**src/rtl/decoder_stage_controller_pkg.sv**
```systemverilog
// Shared stage encoding for the union-find decoder array.
// The controller state and the global_stage broadcast share this encoding.
package decoder_stage_controller_pkg;

  localparam int unsigned STAGE_WIDTH = 3;

  typedef enum logic [STAGE_WIDTH-1:0] {
    STAGE_IDLE                = 3'd0,
    STAGE_MEASUREMENT_LOADING = 3'd1,
    STAGE_GROW                = 3'd2,
    STAGE_MERGE               = 3'd3,
    STAGE_PEELING             = 3'd4,
    STAGE_RESULT_VALID        = 3'd5
  } stage_e;

endpackage

```
**src/rtl/decoder_stage_controller_if.sv**
```systemverilog
// Bundle between the stage controller and its environment.
//   master: drives start, per-PE busy/odd; observes stage and round statistics
//   slave : the controller itself
interface decoder_stage_controller_if
  import decoder_stage_controller_pkg::*;
#(
  parameter int unsigned PE_COUNT    = 72,
  parameter int unsigned ITER_WIDTH  = 8,
  parameter int unsigned CYCLE_WIDTH = 16
);

  logic                   start;
  logic [PE_COUNT-1:0]    busy;
  logic [PE_COUNT-1:0]    odd;
  stage_e                 global_stage;
  logic                   measurement_ack;
  logic                   result_valid;
  logic                   overflow;
  logic [ITER_WIDTH-1:0]  iteration_count;
  logic [CYCLE_WIDTH-1:0] cycle_count;

  modport master (
    output start, busy, odd,
    input  global_stage, measurement_ack, result_valid, overflow,
           iteration_count, cycle_count
  );

  modport slave (
    input  start, busy, odd,
    output global_stage, measurement_ack, result_valid, overflow,
           iteration_count, cycle_count
  );

endinterface

```
**src/rtl/decoder_stage_controller_stage_quiet_detector.sv**
```systemverilog
// Settle + quiet detector shared by MERGE and PEELING.
//   clk, reset : clock, synchronous active-high reset
//   clear      : restart both counters (stage entry)
//   any_busy   : registered OR of per-PE busy
//   done       : this cycle completes QUIET_CYCLES idle cycles after settling
module stage_quiet_detector #(
  parameter int unsigned SETTLE_CYCLES = 3,
  parameter int unsigned QUIET_CYCLES  = 2
) (
  input  logic clk,
  input  logic reset,
  input  logic clear,
  input  logic any_busy,
  output logic done
);

  localparam int unsigned SW = $clog2(SETTLE_CYCLES + 1);
  localparam int unsigned QW = $clog2(QUIET_CYCLES + 1);

  logic [SW-1:0] settle_q;
  logic [QW-1:0] quiet_q;
  logic          settled;

  assign settled = (settle_q == SW'(SETTLE_CYCLES));
  // Done in the cycle whose idle busy completes the quiet run
  assign done = settled && !any_busy && (quiet_q == QW'(QUIET_CYCLES - 1));

  // Busy is ignored while settling; any busy afterwards restarts the quiet run
  always_ff @(posedge clk) begin
    if (reset || clear) begin
      settle_q <= '0;
      quiet_q  <= '0;
    end else if (!settled) begin
      settle_q <= settle_q + SW'(1);
    end else if (any_busy) begin
      quiet_q <= '0;
    end else if (quiet_q != QW'(QUIET_CYCLES)) begin
      quiet_q <= quiet_q + QW'(1);
    end
  end

endmodule

```
**src/rtl/decoder_stage_controller.sv**
```systemverilog
// Global stage sequencer for the union-find decoder array.
//   clk, reset : clock, synchronous active-high reset
//   bus.start  : begin a round (IDLE only)
//   bus.busy/odd : per-PE flags, OR-reduced into registers
//   bus.global_stage : stage broadcast (== controller state)
//   bus.measurement_ack, result_valid, overflow, iteration_count, cycle_count
module decoder_stage_controller
  import decoder_stage_controller_pkg::*;
#(
  parameter int unsigned PE_COUNT       = 72,
  parameter int unsigned MAX_ITERATIONS = 31,
  parameter int unsigned LOAD_CYCLES    = 2,
  parameter int unsigned SETTLE_CYCLES  = 3,
  parameter int unsigned QUIET_CYCLES   = 2,
  parameter int unsigned ITER_WIDTH     = 8,
  parameter int unsigned CYCLE_WIDTH    = 16
) (
  input logic                        clk,
  input logic                        reset,
  decoder_stage_controller_if.slave  bus
);

  localparam int unsigned LOAD_W = $clog2(LOAD_CYCLES + 1);

  stage_e                 state_q, state_d;
  logic                   any_busy_q, any_odd_q;
  logic [LOAD_W-1:0]      load_cnt_q;
  logic [ITER_WIDTH-1:0]  iter_q;
  logic [CYCLE_WIDTH-1:0] cycle_q;
  logic                   ack_q, rv_q, ovf_q;
  logic                   quiet_done_c, ovf_set_c, stage_entry_c, start_ok_c;

  assign start_ok_c    = (state_q == STAGE_IDLE) && bus.start;
  assign stage_entry_c = (state_d != state_q);

  stage_quiet_detector #(
    .SETTLE_CYCLES (SETTLE_CYCLES),
    .QUIET_CYCLES  (QUIET_CYCLES)
  ) u_quiet (
    .clk      (clk),
    .reset    (reset),
    .clear    (stage_entry_c),
    .any_busy (any_busy_q),
    .done     (quiet_done_c)
  );

  // Next-stage selection
  always_comb begin
    state_d   = state_q;
    ovf_set_c = 1'b0;
    unique case (state_q)
      STAGE_IDLE:
        if (bus.start) state_d = STAGE_MEASUREMENT_LOADING;
      STAGE_MEASUREMENT_LOADING:
        if (load_cnt_q == LOAD_W'(LOAD_CYCLES - 1)) state_d = STAGE_GROW;
      STAGE_GROW:
        state_d = STAGE_MERGE;
      STAGE_MERGE:
        if (quiet_done_c) begin
          if (!any_odd_q) begin
            state_d = STAGE_PEELING;
          end else if (iter_q >= ITER_WIDTH'(MAX_ITERATIONS)) begin
            ovf_set_c = 1'b1;
            state_d   = STAGE_PEELING;
          end else begin
            state_d = STAGE_GROW;
          end
        end
      STAGE_PEELING:
        if (quiet_done_c) state_d = STAGE_RESULT_VALID;
      STAGE_RESULT_VALID:
        state_d = STAGE_IDLE;
      default:
        state_d = STAGE_IDLE;
    endcase
  end

  // State, reductions and round statistics
  always_ff @(posedge clk) begin
    if (reset) begin
      state_q    <= STAGE_IDLE;
      any_busy_q <= 1'b0;
      any_odd_q  <= 1'b0;
      load_cnt_q <= '0;
      iter_q     <= '0;
      cycle_q    <= '0;
      ack_q      <= 1'b0;
      rv_q       <= 1'b0;
      ovf_q      <= 1'b0;
    end else begin
      state_q    <= state_d;
      any_busy_q <= |bus.busy[PE_COUNT-1:0];
      any_odd_q  <= |bus.odd[PE_COUNT-1:0];
      load_cnt_q <= (state_q == STAGE_MEASUREMENT_LOADING) ? load_cnt_q + LOAD_W'(1) : '0;
      ack_q      <= start_ok_c;
      rv_q       <= (state_d == STAGE_RESULT_VALID);
      if (start_ok_c) begin
        // First LOAD cycle is the first counted cycle
        iter_q  <= '0;
        cycle_q <= CYCLE_WIDTH'(1);
        ovf_q   <= 1'b0;
      end else begin
        if (state_d == STAGE_GROW) iter_q <= iter_q + ITER_WIDTH'(1);
        if (state_q != STAGE_IDLE && state_d != STAGE_IDLE && cycle_q != '1)
          cycle_q <= cycle_q + CYCLE_WIDTH'(1);
        if (ovf_set_c) ovf_q <= 1'b1;
      end
    end
  end

  assign bus.global_stage    = state_q;
  assign bus.measurement_ack = ack_q;
  assign bus.result_valid    = rv_q;
  assign bus.overflow        = ovf_q;
  assign bus.iteration_count = iter_q;
  assign bus.cycle_count     = cycle_q;

endmodule
```
**src/flat_wrapper.sv**
```systemverilog
// flat-port wrapper written by rule: the top's interface ports become plain ports
module decoder_stage_controller_flat import decoder_stage_controller_pkg::*;
#(
  parameter int unsigned PE_COUNT       = 72,
  parameter int unsigned MAX_ITERATIONS = 31,
  parameter int unsigned LOAD_CYCLES    = 2,
  parameter int unsigned SETTLE_CYCLES  = 3,
  parameter int unsigned QUIET_CYCLES   = 2,
  parameter int unsigned ITER_WIDTH     = 8,
  parameter int unsigned CYCLE_WIDTH    = 16
)
  (clk, reset, bus_start, bus_busy, bus_odd, bus_global_stage, bus_measurement_ack, bus_result_valid, bus_overflow, bus_iteration_count, bus_cycle_count);
  decoder_stage_controller_if #(.PE_COUNT(PE_COUNT), .ITER_WIDTH(ITER_WIDTH), .CYCLE_WIDTH(CYCLE_WIDTH)) bus_i ();
  input logic clk;
  input logic reset;
  input wire logic [$bits(bus_i.start)-1:0] bus_start;
  input wire logic [$bits(bus_i.busy)-1:0] bus_busy;
  input wire logic [$bits(bus_i.odd)-1:0] bus_odd;
  output wire logic [$bits(bus_i.global_stage)-1:0] bus_global_stage;
  output wire logic [$bits(bus_i.measurement_ack)-1:0] bus_measurement_ack;
  output wire logic [$bits(bus_i.result_valid)-1:0] bus_result_valid;
  output wire logic [$bits(bus_i.overflow)-1:0] bus_overflow;
  output wire logic [$bits(bus_i.iteration_count)-1:0] bus_iteration_count;
  output wire logic [$bits(bus_i.cycle_count)-1:0] bus_cycle_count;
  assign bus_i.start = bus_start;
  assign bus_i.busy = bus_busy;
  assign bus_i.odd = bus_odd;
  assign bus_global_stage = bus_i.global_stage;
  assign bus_measurement_ack = bus_i.measurement_ack;
  assign bus_result_valid = bus_i.result_valid;
  assign bus_overflow = bus_i.overflow;
  assign bus_iteration_count = bus_i.iteration_count;
  assign bus_cycle_count = bus_i.cycle_count;
  decoder_stage_controller #(.PE_COUNT(PE_COUNT), .MAX_ITERATIONS(MAX_ITERATIONS), .LOAD_CYCLES(LOAD_CYCLES), .SETTLE_CYCLES(SETTLE_CYCLES), .QUIET_CYCLES(QUIET_CYCLES), .ITER_WIDTH(ITER_WIDTH), .CYCLE_WIDTH(CYCLE_WIDTH)) u_core (.clk(clk), .reset(reset), .bus(bus_i));
endmodule
```
**config.mk**
```make
export PLATFORM = sky130hd
export DESIGN_NAME = decoder_stage_controller_flat
export DESIGN_NICKNAME = d
export VERILOG_FILES = /design/src/rtl/decoder_stage_controller_pkg.sv /design/src/rtl/decoder_stage_controller_if.sv /design/src/rtl/decoder_stage_controller_stage_quiet_detector.sv /design/src/rtl/decoder_stage_controller.sv /design/src/flat_wrapper.sv
export SDC_FILE = /design/constraint.sdc
export NUM_CORES = 1
export LEC_CHECK = 0
export ABC_AREA = 1
export CAP_MARGIN = 40
export CORE_ASPECT_RATIO = 0.7
export CORE_MARGIN = 4
export CORE_UTILIZATION = 37
export DETAILED_ROUTE_END_ITERATION = 10
export PLACE_DENSITY = 0.95
export SYNTH_ARGS = -nofsm -noshare
export SYNTH_HDL_FRONTEND = slang
export SYNTH_SLANG_ARGS = --single-unit
```
**constraint.sdc**
```tcl
create_clock -name clk -period 3.64 [get_ports clk]
set_input_delay 0.364 -clock clk [delete_from_list [all_inputs] [get_ports clk]]
set_output_delay 0.364 -clock clk [all_outputs]
set_load 0.1 [all_outputs]
```
==> results.py <==
metrics = {
    "status": {
        "status": "complete, no violations",
    },
    "clock_network": {
        "postCtsSetupRepairBufs": 0,
        "cts_buffers": 5,
        "cts-resized-gates": 0,
        "cts_buffer_depth": 2,
        "cts.reportedPaths.clkPinSlew_ns": 0.08,
        "ctsHoldBuffers": 0,
        "cts.sinks": 38,
        "cts-htree-levels": 2,
        "clock_latency_ns": 0.30,
        "cts_root_buf": "clkbuf_8",
        "cts_tree": "done",
    },
    "sta": {
        "rsz0062_at_grt": "false",
        "min_period_ns": 2.10,
        "finalMaxSlewViolations": 0,
        "max_freq_mhz": 477,
        "hold_viol": 0,
        "fin_hold_ws_ns": 0.456,
        "fin_ws_ns": 1.54,
        "skew_ns": 0.0123,
        "setup-violations-final": 0,
        "final.setup.tns_ns": 0,
        "max_slew_margin_pct": 54.2,
        "finalCritPeriodShare_pct": 57.6,
        "worst_pin_slew_ns": 0.686,
    },
    "global_routing": {
        "grt_pass1_wl_um": 15400,
        "grtUsageTotal_pct": 24.6,
        "first_global_vias": 3383,
        "grt_max_degree": 21,
        "overflow": 0,
        "antenna_found_initial": 0,
    },
    "placement": {
        "io_buffer_count": 176,
        "pre_cts_ws_ns": 1.31,
        "placed_cells": 659,
        "dp_hpwl_um": 8520,
        "gp_congestion": 0.899,
    },
    "logic_synthesis": {
        "synth_warnings": 0,
        "synth_top_cell_by_area": "dfxtp_1",
        "ys_seq_elements": 38,
        "synth_cell_type_count": 26,
        "syn_area_per_cell_um2": 6.34,
        "post-synth-top-area-fraction_pct": 31.6,
        "yosys-top-cells-area": "dfxtp_1, nand2_1, nor2_1",
        "synth.net_count": 533,
        "ys_seq_area_share_pct": 31.6,
        "netlist_instances": 380,
        "syn_area_um2": 2410,
    },
    "cells_and_area": {
        "multiInputGateArea_um2": 1510,
        "final-seq-area_um2": 761,
        "drive_gt1_share_pct": 9.00,
        "syn2layout_area_growth_pct": 102,
        "num_antenna_cells": 0,
        "instances_no_fill": 667,
        "fin_nets": 741,
        "n_fill_cell": 420,
    },
    "run": {
        "maxCapViolations": 0,
    },
    "pwr": {
        "ir_drop_uv": 183,
        "power-per-cell-area_nw_per_um2": 255,
        "power_leakage_nw": 1.85,
    },
    "routing": {
        "routed_wirelength_um": 9870,
        "wl_met1_um": 3710,
        "wl_met3_um": 685,
        "wl_met2_um": 5290,
        "route.detailed.vias_per_inst": 4.95,
        "highest_layer": "met4",
        "routedWlPerCell_um": 14.8,
        "drt-initial-drc-count": 160,
        "drc": 0,
        "detail-route-antenna-nets": 0,
        "vias": 3301,
        "dr.pass1.iters": 5,
    },
    "die": {
        "start_util_pct": 38.4,
        "die_x_um": 104,
        "die_area_um2": 7880,
        "rows": 24,
        "num_io_pins": 177,
        "die_h_um": 75.5,
        "coreArea_um2": 6280,
    },
    "worst_setup_path": {
        "slowest_delay_ns": 0.43,
        "end_kind": "flop",
        "slowest_stage": "dfxtp_1",
        "start_kind": "flop",
        "cp_num_buf_inv": 1,
        "cp_common_cell": "nand3_2",
        "cp_max_fo": 20,
        "cpLargestDelayFamily": "simple AND/OR/NAND/NOR gates",
        "crit_chain": "ha_1, nand3_2, nor3_4, nand3_2, nand2_2, inv_2, nand2_1, a21oi_1",
        "worstPathRequired_ns": 3.78,
        "criticalPathCategory": "reg2reg",
        "arrival_ns": 2.23,
    },
    "worst_hold_path": {
        "hp-class": "reg2reg",
    },
}
==> state kept, by name (all words and copies together) (netlist names), 2 cells and up <==
register and cells:
u_core.bus.iteration_count 8, u_core.u_quiet.quiet_q 2, u_core.bus.cycle_count 16, u_core.bus.global_stage 3, u_core.load_cnt_q 2, u_core.u_quiet.settle_q 2
==> metal layers <==
metal  global-route usage, %  vias to the layer above
li1                        -                     1655
met5                       0                        -
met2                    49.7                      144
met1                    25.7                     1484
met4                    7.23                        0
met3                    6.52                       18
==> cell families (layout without fill, tap and decap cells) <==
kind of cell               Yosys count  after routing  share of synthesized area [%]
AOI/OAI and AO/OA                   30             30                           6.24
xor gates and xnor gates            17             17                           6.18
adders and majority gates            6              6                           3.12
buffers and inverters               31            240                           5.51
DFF                                 38             38                           31.6
muxes                                1              1                          0.416
and+or+nand+nor                    257            257                           46.9
==> path summary, 6_finish.rpt <==
check | from | to | slack [ns] | cells past startpoint
max reg2reg | u_core.bus.cycle_count[0] | u_core.bus.cycle_count[15] | 1.54 | 8
max | u_core.bus.cycle_count[0] | u_core.bus.cycle_count[15] | 1.54 | 8
min reg2reg | u_core.load_cnt_q[0] | u_core.load_cnt_q[0] | 0.46 | 1
min | u_core.load_cnt_q[0] | u_core.load_cnt_q[0] | 0.46 | 1
==> area by class of cell <==
cell class / instances / share of cell area, %
Clock buffer: 5 / 1.41
Clock inverter: 3 / 1.41
Inverter: 26 / 2.00
Multi-Input combinational cell: 311 / 31.1
Sequential cell: 38 / 15.6
Tap cell: 78 / 2.00
Timing Repair Buffer: 206 / 46.5
==> cell usage in the layout, fill, tap and decap left out, drive strengths merged <==
master / netlist / final
xor2: 12 / 12
bufinv: 0 / 2
nand3: 24 / 24
a21oi: 23 / 23
dfxtp: 38 / 38
nor2: 95 / 95
nor3: 11 / 11
clkinv: 1 / 2
xnor2: 5 / 5
buf: 3 / 30
nand4: 6 / 6
mux2i: 1 / 1
ha: 6 / 6
o21ai: 7 / 7
nand3b: 8 / 8
nand2: 97 / 97
nor4: 16 / 16
clkdlybuf4s50: 0 / 176
inv: 25 / 25
clkbuf: 2 / 5
==> worst reg2reg max path, delay by kind of cell, from the launching register on <==
kind,cells,cell delay [ns]
adder cells (fa/ha/maj),1,0.30
buffers and inverters,1,0.19
AND/OR/NAND/NOR,5,0.95
flip-flops,1,0.43
AO/OA/AOI/OAI,1,0.07
==> synth_stat cells, drive strengths merged <==
cell and instances:
nand2 97, nor2 95, dfxtp 38, inv 25
nand3 24, a21oi 23, nor4 16, xor2 12
nor3 11, nand3b 8, o21ai 7, ha 6
nand4 6, xnor2 5, buf 3, clkbuf 2
clkinv 1, mux2i 1
==> per-stage QoR <==
stage / util [%] / instance area (um2) / power, mW
final: 77.6 / 4870 / 1.24
after global routing: 77.6 / 4870 / 1.29
after CTS: 77.6 / 4870 / 1.25
after detailed placement: 75.4 / 4730 / 0.810
after global placement: 67.4 / 4230 / 0.770
after floorplan: - / 2410 / 0.593
==> where the power goes <==
| group | switching, mW | internal (mW) | total [mW] |
|---|---|---|---|
| logic | 0.162 | 0.201 | 0.364 |
| clock network | 0.165 | 0.275 | 0.440 |
| registers | 0.0125 | 0.427 | 0.440 |
Power figures use the tool's default switching activity.
